### src/rtl/priority_enc_rr.sv
// Registered N-input priority encoder (fixed or round-robin) with sticky capture and per-input masking.
// Latency: req sampled at edge e is presented after edge e. Backpressure: outputs hold while out_ready=0 and new requests are parked in pend.
module priority_enc_rr #(
    parameter  int N = 8,
    localparam int W = $clog2(N)
) (
    input  logic         clk,
    input  logic         rst,
    input  logic [N-1:0] req,
    input  logic [N-1:0] mask,
    input  logic         mode,
    input  logic         out_ready,
    output logic         out_valid,
    output logic [W-1:0] out_idx,
    output logic [N-1:0] out_onehot,
    output logic [N-1:0] pend
);

    logic [N-1:0]   pend_q, pend_d;
    logic           vld_q, vld_d;
    logic [W-1:0]   idx_q, idx_d;
    logic [N-1:0]   oh_q, oh_d;
    logic [W-1:0]   ptr_q, ptr_d;

    logic [N-1:0]   inflight;
    logic [N-1:0]   cand;
    logic [N-1:0]   loaded;
    logic [2*N-1:0] dbl;
    logic [N-1:0]   rot;
    logic [W-1:0]   base;
    logic [W-1:0]   off;
    logic [W:0]     sum;
    logic [W-1:0]   win;
    logic [N-1:0]   win_oh;
    logic           found;
    logic           stage_free;

    always_comb begin
        inflight   = vld_q ? oh_q : '0;
        stage_free = !vld_q || out_ready;
        // The in-flight index is never a candidate: that is what coalesces repeats.
        cand       = (pend_q | req) & mask & ~inflight;

        // Rotate so the search start lands at bit 0; fixed mode simply starts at 0.
        base = mode ? ptr_q : '0;
        dbl  = {cand, cand} >> base;
        rot  = dbl[N-1:0];

        found = 1'b0;
        off   = '0;
        for (int i = N - 1; i >= 0; i--) begin
            if (rot[i]) begin
                found = 1'b1;
                off   = W'(i);
            end
        end

        sum = {1'b0, base} + {1'b0, off};
        if (sum >= (W+1)'(N)) begin
            sum = sum - (W+1)'(N);
        end
        win    = sum[W-1:0];
        win_oh = {{(N-1){1'b0}}, 1'b1} << win;

        vld_d  = vld_q;
        idx_d  = idx_q;
        oh_d   = oh_q;
        ptr_d  = ptr_q;
        loaded = '0;
        if (stage_free) begin
            if (found) begin
                vld_d  = 1'b1;
                idx_d  = win;
                oh_d   = win_oh;
                loaded = win_oh;
                if (mode) begin
                    ptr_d = (win == W'(N - 1)) ? '0 : win + W'(1);
                end
            end else begin
                vld_d = 1'b0;
                oh_d  = '0;
            end
        end

        pend_d = (pend_q | req) & ~loaded & ~inflight;
    end

    always_ff @(posedge clk or posedge rst) begin
        if (rst) begin
            pend_q <= '0;
            vld_q  <= 1'b0;
            idx_q  <= '0;
            oh_q   <= '0;
            ptr_q  <= '0;
        end else begin
            pend_q <= pend_d;
            vld_q  <= vld_d;
            idx_q  <= idx_d;
            oh_q   <= oh_d;
            ptr_q  <= ptr_d;
        end
    end

    assign out_valid  = vld_q;
    assign out_idx    = idx_q;
    assign out_onehot = oh_q;
    assign pend       = pend_q;

endmodule

### config.mk
export PLATFORM = sky130hd
export DESIGN_NAME = priority_enc_rr
export DESIGN_NICKNAME = d
export VERILOG_FILES = /design/src/rtl/priority_enc_rr.sv
export SDC_FILE = /design/constraint.sdc
export NUM_CORES = 1
export LEC_CHECK = 0
export BUFFER_PORTS_ARGS = -buffer_cell sky130_fd_sc_hd__buf_2
export CORE_MARGIN = 2
export CORE_UTILIZATION = 47
export DETAILED_ROUTE_END_ITERATION = 8
export PLACE_DENSITY = 0.73
export SLEW_MARGIN = 30
export SYNTH_ARGS = -nofsm -noshare
export SYNTH_HDL_FRONTEND = slang
export SYNTH_SLANG_ARGS = --single-unit
### constraint.sdc
create_clock -name clk -period 3.8 [get_ports clk]
set_clock_uncertainty 0.2 [all_clocks]
set_input_delay 0.38 -clock clk [delete_from_list [all_inputs] [get_ports clk]]
set_output_delay 0.38 -clock clk [all_outputs]
set_load 0.03 [all_outputs]
# == Yosys cells after proc, flatten, opt, wreduce, memory -nomap -nowiden ==
# Cells that the tools add are included.
# totals
in_bits,20
elab_cells,46
regBits,23
out_inout_bits,20
# classes
n_mux,23
add_sub_neg,3
reduce_logical,4
n_lt_le_gt_ge,1
eq_ne,1
n_shift,2
bitwise,7
# ops
operator,count
two-way mux 3 bit,11
AND 8 bit,4
two-way mux 8 bit,3
inverter 8 bit,2
right shift 16 x 3 -> 8 bit,1
two-way mux 1 bit,9
OR 8 bit,1
<< shifter 1 x 3 -> 8 bit (first input constant),1
adder 3 x 3 -> 4 bit,1
>= comparator 4 bit (second input constant),1
adder 3 x 1 -> 3 bit (second input constant),1
== test 3 bit (second input constant),1
AND reduction 3 bit,1
subtractor 3 x 1 -> 3 bit (second input constant),1
AND reduction 2 bit,1
zero test 1 bit,1
logical OR 1 bit,1

# == Longest topological paths before layout ==
# Gate-level depths: netlist (run 1).
# depth
depth_word,21
depth_mapped,17
ltp_nobuf,16

# == Least setup slack after synthesis (run 1) ==
# Ideal clock, no wire load.
# synth_path
path_type,register -> register
startpoint,register vld_q (netlist: out_valid)
endpoint,register ptr_q[2]
path_slack_ns,-0.087
t_arrival_ns,3.560
required_ns,3.473
n_path_buf,1
path_stages_with_launch,16
period_less_slack_ns,3.887
cell_sequence,dfrtp_1 buf_6 a2bb2oi_2 nand2_1 mux2_2 mux4_2 a31oi_1 o32ai_1 o21ai_1 ha_1 inv_1 fa_1 inv_1 ha_1 ha_1 mux2_1
# synth_via
elab_chain_cells,17
elab_cells_between_ends,30
cone_classes,add/sub: 3; order compare: 1; eq/ne: 1; shift: 1; mux: 19; bitwise: 2; reduce/logical: 3
# synth_rtl
element,line_no,text
start: declaration,20,"logic vld_q, vld_d;"
start signal: assignment,97,vld_q <= vld_d;
two-way mux 8 bit *,39,inflight = vld_q ? oh_q : '0;
inverter 8 bit *,42,cand = (pend_q | req) & mask & ~inflight;
AND 8 bit *,42,
right shift 16 x 3 -> 8 bit *,46,"dbl = {cand, cand} >> base;"
two-way mux 3 bit (7 in a row),52,if (rot[i]) begin
two-way mux 3 bit *,52,
adder 3 x 3 -> 4 bit *,58,"sum = {1'b0, base} + {1'b0, off};"
>= comparator 4 bit / subtractor 3 x 1 -> 3 bit (equally long branches),"59, 60",
two-way mux 3 bit *,59,if (sum >= (W+1)'(N)) begin
net sum[1],32,logic [W:0] sum;
adder 3 x 1 -> 3 bit / == test 3 bit (equally long branches),77,ptr_d = (win == W'(N - 1)) ? '0 : win + W'(1);
two-way mux 3 bit *,77,
end signal: assignment,100,ptr_q <= ptr_d;
end: declaration,23,"logic [W-1:0] ptr_q, ptr_d;"
# Mark *: on every way through the listed nets, which the timed path passes. The rest lies on a longest branch.
# A chain may end at the register's enable or synchronous reset.

# == Worst setup path after layout (run 1) ==
# Same ends and word-level chain as after synthesis.

==> results.txt, run 1 <==
TritonRoute pass-1 iters = 4
Async set-reset flop share out of synthesis = 100%
Die area = 0.00446 sq mm
Setup tns final = 0 ns
Max_cap viols = 0
Initial Util = 49.9%
Final Hold Fails = 23
Critical Path Sink = ptr_q[2]
R2r endpoint = ptr_q[2]
Core Box Area = 0.00372 sq mm
FP Rows = 22
FF-to-FF Start = out_valid
All-Layer GR Usage = 24.5%
Vias in the first global route = 1677
Final period util = 98.1%
Status = finished, violations left
Sequential share of the synthesized area = 31.1%
Family with the most delay on the worst path = adder cells
CP Class = flip-flop to flip-flop
Core Util, Final = 65.5%
Nets = 289
Routed via count = 1767
CTS Root Cell = clkbuf_8
Crit path from = out_valid
Placed Instance Area = 0.00232 sq mm
Post-synth EDFFs = 0
Gpl congestion = 0.876
Initial DRC count = 97
Maximum vdd ir drop = 646 uV
Number of antenna violations at the first check in global routing = 0
Largest net degree at the start of global routing = 24
Clock Tree Buf Depth = 2
RSZ-0062 raised after global routing = true
Die H = 66.8 um
# DRC = 0
WL/cell = 15.9 um
Total Wirelength = 4910 um
CTS clk-pin slew, worst paths = 0.07 ns
Crit Path Max Fanout = 8
R2r setup slk = 0.07 ns
Worst slew pin tran = 0.855 ns
Worst Path Buf+Inv = 2
I/O pins = 40
Hold Crit Class = input pin to async pin
First-pass GRT wire length = 8280 um
Final hold slack = -0.0392 ns
WP data required = 3.75 ns
P_leak = 1.07 nW
Share of layout cells above drive strength 1 = 46.0%
Yosys reg bits = 23
Post-layout total power = 0.00231 W
Max-slew violations = 0
Antenna Cells = 0
Arrival time at the worst endpoint = 3.68 ns
Slowest-stage cell, CP = fa_2
Clock sink count = 23
Levels on crit path = 14
Synth warnings = 0
CP Launch Type = flip-flop
Worst Reg-to-Reg Cells = 14
# hold bufs at CTS = 0
Slew margin rel. = 42.9%
Primary FF master, synth = dfrtp_1
Synthesis-to-layout area growth = 31.3%
Power per cell area = 951 mW/mm^2
Die X = 66.8 um
Synth unique cells = 57
CTS buffer count = 3
Final Cell Area = 0.00243 sq mm
Mapped Area = 0.00185 sq mm
# port buffers = 39
Overflow after GRT = 0
Syn_nets = 221
Setup-failing EPs final = 0
Htree depth = 1
Vias per cell = 5.72
Fmax = 0.268 GHz
CP max stage delay = 0.53 ns
Syn_area_per_cell = 9.55 sq um
Post-DP HPWL = 3880 um
Mapped Cells = 194
Setup crit end kind = flip-flop
CTS tree = done
Min cycle time layout = 3.73 ns
DRT antenna net count = 0
Failing checks = hold timing
CP Cell Sequence = a2bb2oi_2 -> nand2_2 -> mux2_4 -> mux4_2 -> a31oi_1 -> o32ai_1 -> o21ai_1 -> ha_2 -> inv_2 -> fa_2 -> inv_2 -> ha_4 -> ha_4 -> mux2_4
Clock latency on the worst-skew pair = 0.26 ns
cell usage after synthesis, types with 2 or more instances:
| library cell | n | area share, % |
|---|---|---|
| nor2_1 | 4 | 0.81 |
| mux2i_1 | 2 | 1.1 |
| a32o_1 | 2 | 1.1 |
| o21ai_0 | 6 | 1.6 |
| and2_4 | 2 | 0.95 |
| a31oi_1 | 5 | 1.7 |
| inv_2 | 2 | 0.41 |
| a21boi_0 | 5 | 2.0 |
| mux2_1 | 2 | 1.2 |
| nor2b_1 | 2 | 0.68 |
| mux2_2 | 5 | 3.0 |
| o22ai_1 | 3 | 1.0 |
| nand3_1 | 4 | 1.1 |
| inv_1 | 6 | 1.2 |
| nand2_1 | 33 | 6.7 |
| o211ai_2 | 2 | 1.4 |
| ha_1 | 6 | 4.1 |
| a2bb2oi_4 | 2 | 2.8 |
| a32oi_2 | 2 | 1.8 |
| nand2_2 | 2 | 0.68 |
| o21a_1 | 8 | 3.2 |
| a2bb2oi_2 | 4 | 3.2 |
| clkbuf_1 | 2 | 0.41 |
| a21oi_1 | 10 | 2.7 |
| nor3_1 | 2 | 0.54 |
| a22oi_1 | 2 | 0.81 |
| a211oi_1 | 3 | 1.2 |
| a221oi_1 | 2 | 0.95 |
| a21o_1 | 2 | 0.81 |
| a32oi_1 | 3 | 1.4 |
| dfrtp_1 | 23 | 31 |
| o21ai_1 | 8 | 2.2 |
| buf_2 | 4 | 1.1 |
sequential cells by signal (all words and copies together), names as in the netlist:
name	flops
out_idx	3
ptr_q	3
pend	8
out_valid	1
out_onehot	8
stage by stage:
stage               cells  setup WS [ns]
finish                309         0.0736
global route          309        -0.0807
CTS                   309         0.0145
detailed placement    305         0.0362
global placement      305         0.0526
floorplan             194         0.0101
kinds of logic after synthesis:
kind of cell / Yosys count / synth area share (%)
muxes: 10 / 6.55
buffers and inverters: 16 / 3.92
AOI/OAI and AO/OA: 79 / 37.0
DFF: 23 / 31.1
and+or+nand+nor: 57 / 15.3
xor gates and xnor gates: 1 / 0.473
adders and majority gates: 8 / 5.67
metal layers:
metal	vias to the layer above	wire length [um]	GRT usage [%]
li1	863	-	-
met1	855	2260	34.6
met2	46	2420	41.1
met3	3	218	3.55
met4	0	11	2.30
met5	-	0	0
repair_timing:
item	in CTS	in global routing
endpoints found under the setup margin	0	16
resized for setup	0	15
setup buffers	0	1
worst min path at each step:
stage / start / endpoint / slack, ns / depth (start not counted)
6_report: rst / out_onehot[6] / -0.04 / 2
5_1_grt: rst / out_onehot[6] / 0.003 / 2
4_1_cts: rst / out_onehot[6] / 0.1 / 2
3_5_place_dp: out_idx[1] / out_idx[1] / 0.29 / 1
3_3_place_gp: out_idx[0] / out_idx[0] / 0.29 / 1
2_1_floorplan: rst / out_idx[0] / 0.18 / 1
worst reg2reg max path, stage by stage (launching register included):
cell and delay, ns:
dfrtp_2 0.52, a2bb2oi_2 0.21, nand2_2 0.09, mux2_4 0.27, mux4_2 0.47, a31oi_1 0.19
o32ai_1 0.10, o21ai_1 0.16, ha_2 0.19, inv_2 0.03, fa_2 0.53, inv_2 0.05
ha_4 0.16, ha_4 0.20, mux2_4 0.25
layout make-up:
cell class,count,area [sq um]
fillers,304,1280
flip-flops and latches,23,577
multi-input cells,155,1280
repair buffers,71,439
well taps,48,60.1
clock buffers,4,45.0
inverters,8,30.0
placed cells by master, fill, tap and decap left out, types with 3 or more instances in the layout:
| cell | count |
|---|---|
| a211oi_1 | 3 |
| a21boi_0 | 5 |
| a21oi_1 | 10 |
| a2bb2oi_2 | 3 |
| a2bb2oi_4 | 3 |
| a31oi_1 | 5 |
| a32oi_1 | 3 |
| buf_2 | 39 |
| buf_4 | 31 |
| clkbuf_8 | 3 |
| dfrtp_1 | 22 |
| ha_1 | 3 |
| inv_2 | 5 |
| mux2_2 | 4 |
| nand2_1 | 27 |
| nand2_2 | 7 |
| nand3_1 | 4 |
| nor2_1 | 4 |
| o21a_1 | 8 |
| o21ai_0 | 6 |
| o21ai_1 | 8 |
| o22ai_1 | 3 |
report_power, final:
part | leakage [nW] | switching, W | internal, W
sequential | 0.272 | 0.0000748 | 0.000342
combinational | 0.771 | 0.000960 | 0.000790
clock | 0.0228 | 0.0000713 | 0.0000748
total | 1.07 | 0.00111 | 0.00121
Power figures use the tool's default switching activity.
==> inputs of run 2 (changes only) <==
- ABC_AREA: unset -> 1
- CAP_MARGIN: unset -> 20
- PLACE_DENSITY: 0.73 -> 0.74
==> results.txt, run 2 <==
TritonRoute pass-1 iters = 4 (unchanged)
Clk pwr share = 6.8% (was 6.3%)
Power per cell area = 821 mW/mm^2 (was 951 mW/mm^2)
Setup tns final = 0 ns (unchanged)
Largest family of logic cells by synthesized area = simple AND/OR/NAND/NOR gates (was compound AO/OA/AOI/OAI gates)
Share of layout cells above drive strength 1 = 24.1% (was 46.0%)
Most frequent cells in the layout = nand2_1, buf_2, nand3_1, inv_1, dfrtp_1 (was buf_2, buf_4, nand2_1, dfrtp_1, a21oi_1)
Setup crit end kind = flip-flop (unchanged)
Clock latency on the worst-skew pair = 0.31 ns (was 0.26 ns)
Switch share = 54.2% (was 47.8%)
Vias per cell = 5.28 (was 5.72)
CP Launch Type = flip-flop (unchanged)
Core Box Area = 0.00339 sq mm (was 0.00372 sq mm)
Leading cell types by count after synthesis = nand2_1, nand3_1, inv_1 (was nand2_1, dfrtp_1, a21oi_1)
Maximum vdd ir drop = 506 uV (was 646 uV)
Compound-gate portion of the synthesized area = 4.77% (was 37.0%)
R2r setup slk = 0.26 ns (was 0.07 ns)
Fmax = 0.282 GHz (was 0.268 GHz)
Hold Crit Class = input pin to flip-flop (was input pin to async pin)
# port buffers = 39 (unchanged)
Final Hold Fails = 0 (was 23)
CP Cell Sequence = buf_2 -> nand2_1 -> nand3_1 -> nand3_1 -> nand3_1 -> a21oi_1 -> nor2_1 -> o21ai_0 -> nand2_1 -> a21oi_1 -> ha_1 -> inv_1 -> fa_1 -> xnor2_2 -> inv_1 -> nand3_2 -> nand2_4 -> inv_2 -> ha_1 -> nand2_1 -> nand3b_1 -> inv_1 (was a2bb2oi_2 -> nand2_2 -> mux2_4 -> mux4_2 -> a31oi_1 -> o32ai_1 -> o21ai_1 -> ha_2 -> inv_2 -> fa_2 -> inv_2 -> ha_4 -> ha_4 -> mux2_4)
P_leak = 1.17 nW (was 1.07 nW)
Nets = 323 (was 289)
Number of antenna violations at the first check in global routing = 0 (unchanged)
WL/cell = 13.2 um (was 15.9 um)
Primary FF master, synth = dfrtp_1 (unchanged)
CTS tree = done (unchanged)
Synthesis-to-layout area growth = 20.9% (was 31.3%)
WP data required = 3.82 ns (was 3.75 ns)
Gpl congestion = 0.921 (was 0.876)
CTS clk-pin slew, worst paths = 0.13 ns (was 0.07 ns)
Antenna Cells = 0 (unchanged)
Die area = 0.00406 sq mm (was 0.00446 sq mm)
CTS Root Cell = clkbuf_4 (was clkbuf_8)
Ranking of synthesized cells by area = dfrtp_1, nand2_1, nand3_1, inv_1, ha_1 (was dfrtp_1, nand2_1, ha_1, a2bb2oi_2, o21a_1)
GR peak layer = met2 (unchanged)
Final Worst Setup Slack = 0.256 ns (was 0.0736 ns)
Most frequent cell after synthesis = nand2_1 (unchanged)
First-pass GRT wire length = 7760 um (was 8280 um)
Placed Instance Area = 0.00191 sq mm (was 0.00232 sq mm)
CTS buffer count = 3 (unchanged)
Mapped Area = 0.00168 sq mm (was 0.00185 sq mm)
Post-synth top area cell = dfrtp_1 (unchanged)
Yosys reg bits = 23 (unchanged)
Overflow after GRT = 0 (unchanged)
Sequential share of the synthesized area = 34.3% (was 31.1%)
Fraction of synthesized cell area in xor and xnor cells = 0.522% (was 0.473%)
Arrival time at the worst endpoint = 3.57 ns (was 3.68 ns)
FP Rows = 21 (was 22)
Final hold slack = 0.0683 ns (was -0.0392 ns)
# DRC = 0 (unchanged)
FILL cells = 313 (was 304)
NetSw = 0.000902 W (was 0.00111 W)
Post-synth EDFFs = 0 (unchanged)
Final period util = 93.3% (was 98.1%)
Max-slew violations = 0 (unchanged)
Final Cell Area = 0.00203 sq mm (was 0.00243 sq mm)
Post-Synth Adder-Cell Area = 5.67% (about the same)
Simple-Gate Fraction of Synth Area = 45.2% (was 15.3%)
Max_cap viols = 0 (unchanged)
CP Class = flip-flop to flip-flop (unchanged)
Synth warnings = 0 (unchanged)
GRT met2 Usage = 41.8% (was 41.1%)
Status = finished clean (was finished, violations left)
Total Wirelength = 4510 um (was 4910 um)
Met3 usage = 4.40% (was 3.55%)
Clock sink count = 23 (unchanged)
P_int = 0.000762 W (was 0.00121 W)
Slew margin rel. = 64.1% (was 42.9%)
Routed via count = 1799 (was 1767)
Post-DP HPWL = 3480 um (was 3880 um)
Core Util, Final = 59.8% (was 65.5%)
Htree depth = 1 (unchanged)
Most common cell after layout, fill and taps aside = nand2_1 (was buf_2)
Yosys top cell area share = 34.3% (was 31.1%)
Synth unique cells = 27 (was 57)
DRT antenna net count = 0 (unchanged)
Async set-reset flop share out of synthesis = 100% (unchanged)
Vias in the first global route = 1742 (was 1677)
Logic pwr share = 69.4% (was 75.6%)
Die H = 63.8 um (was 66.8 um)
Syn_nets = 275 (was 221)
All-Layer GR Usage = 23.8% (was 24.5%)
Post-synthesis mux area share = 0% (was 6.55%)
GR met1 Demand/Resource = 30.3% (was 34.6%)
FF-to-FF Start = out_valid (unchanged)
I/O pins = 40 (unchanged)
CP max stage delay = 0.46 ns (was 0.53 ns)
Initial DRC count = 96 (was 97)
Slowest-stage cell, CP = dfrtp_2 (was fa_2)
Largest net degree at the start of global routing = 24 (unchanged)
Clock Tree Buf Depth = 2 (unchanged)
Worst slew pin tran = 0.538 ns (was 0.855 ns)
Die X = 63.8 um (was 66.8 um)
Syn_area_per_cell = 6.77 sq um (was 9.55 sq um)
Mapped Cells = 248 (was 194)
Crit path from = out_valid (unchanged)
Register share of total power = 23.7% (was 18.0%)
Initial Util = 49.5% (was 49.9%)
Min-delay src = out_ready
Pre-CTS setup slack = 0.0987 ns (was 0.0362 ns)
Min cycle time layout = 3.54 ns (was 3.73 ns)
Setup-failing EPs final = 0 (unchanged)
Crit Path Max Fanout = 6 (was 8)
-- run 2: worst max-delay path, delay by kind of cell, from the launching register on --
| family | cells | cell delay (ns) |
|---|---|---|
| AOI/OAI and AO/OA | 3 | 0.43 |
| xor gates and xnor gates | 1 | 0.20 |
| adders and majority gates | 3 | 0.74 |
| buffers and inverters | 5 | 0.42 |
| DFF | 1 | 0.46 |
| and+or+nand+nor | 10 | 1.01 |
-- run 2: through the flow --
| stage | std cells | power (W) |
|---|---|---|
| floorplan | 248 | 0.00122 |
| global placement | 331 | 0.00147 |
| detailed placement | 331 | 0.00149 |
| CTS | 335 | 0.00161 |
| global route | 341 | 0.00184 |
| finish | 341 | 0.00166 |
-- run 2: metal layers --
layer | wire length [um] | vias up | share of wire (%)
li1 | - | 897 | -
met1 | 1910 | 812 | 42
met2 | 2230 | 80 | 49
met3 | 307 | 10 | 6.8
met4 | 64 | 0 | 1.4
met5 | 0 | - | 0
-- run 2: power by group through the flow --
| stage | Clock (W) | Combinational [W] | Sequential [W] |
|---|---|---|---|
| 3_5_place_dp | 0 | 0.00109 | 0.000403 |
| 6_report | 0.000114 | 0.00116 | 0.000395 |
| 3_3_place_gp | 0 | 0.00107 | 0.000401 |
| 4_1_cts | 0.000117 | 0.00110 | 0.000397 |
| 2_1_floorplan | 0 | 0.000685 | 0.000537 |
| 5_1_grt | 0.000126 | 0.00131 | 0.000408 |
-- run 2: timing repair --
action                                  in CTS  in global routing
endpoints found under the setup margin       0                 10
gates resized for setup                      0                  8
hold buffers                                 0                  1
buffers inserted                             0                  5
endpoints found under the hold margin        0                 23
-- run 2: cells by family (layout without fill, tap and decap cells) --
logic type / count (synthesis) / in the layout
AOI/OAI and AO/OA: 15 / 15
and+or+nand+nor: 166 / 166
DFF: 23 / 23
adders and majority gates: 7 / 7
xor gates and xnor gates: 1 / 1
buffers and inverters: 36 / 83
-- run 2: layout make-up --
class                           instances  area, sq um  area share [%]
Inverter                               33          130            6.42
Timing Repair Buffer                   46          260            12.8
Sequential cell                        23          577            28.4
Clock buffer                            4         26.3            1.30
Tap cell                               46         57.6            2.84
Multi-Input combinational cell        189          977            48.2
-- run 2: worst paths after layout --
kind / endpoint / depth (start not counted)
hold / removal: out_valid / 2
setup reg to reg: pend[7] / 22
max in group asynchronous: out_valid / 3
hold reg to reg: out_idx[2] / 2
setup / recovery: pend[7] / 22
min in group asynchronous: out_onehot[7] / 3
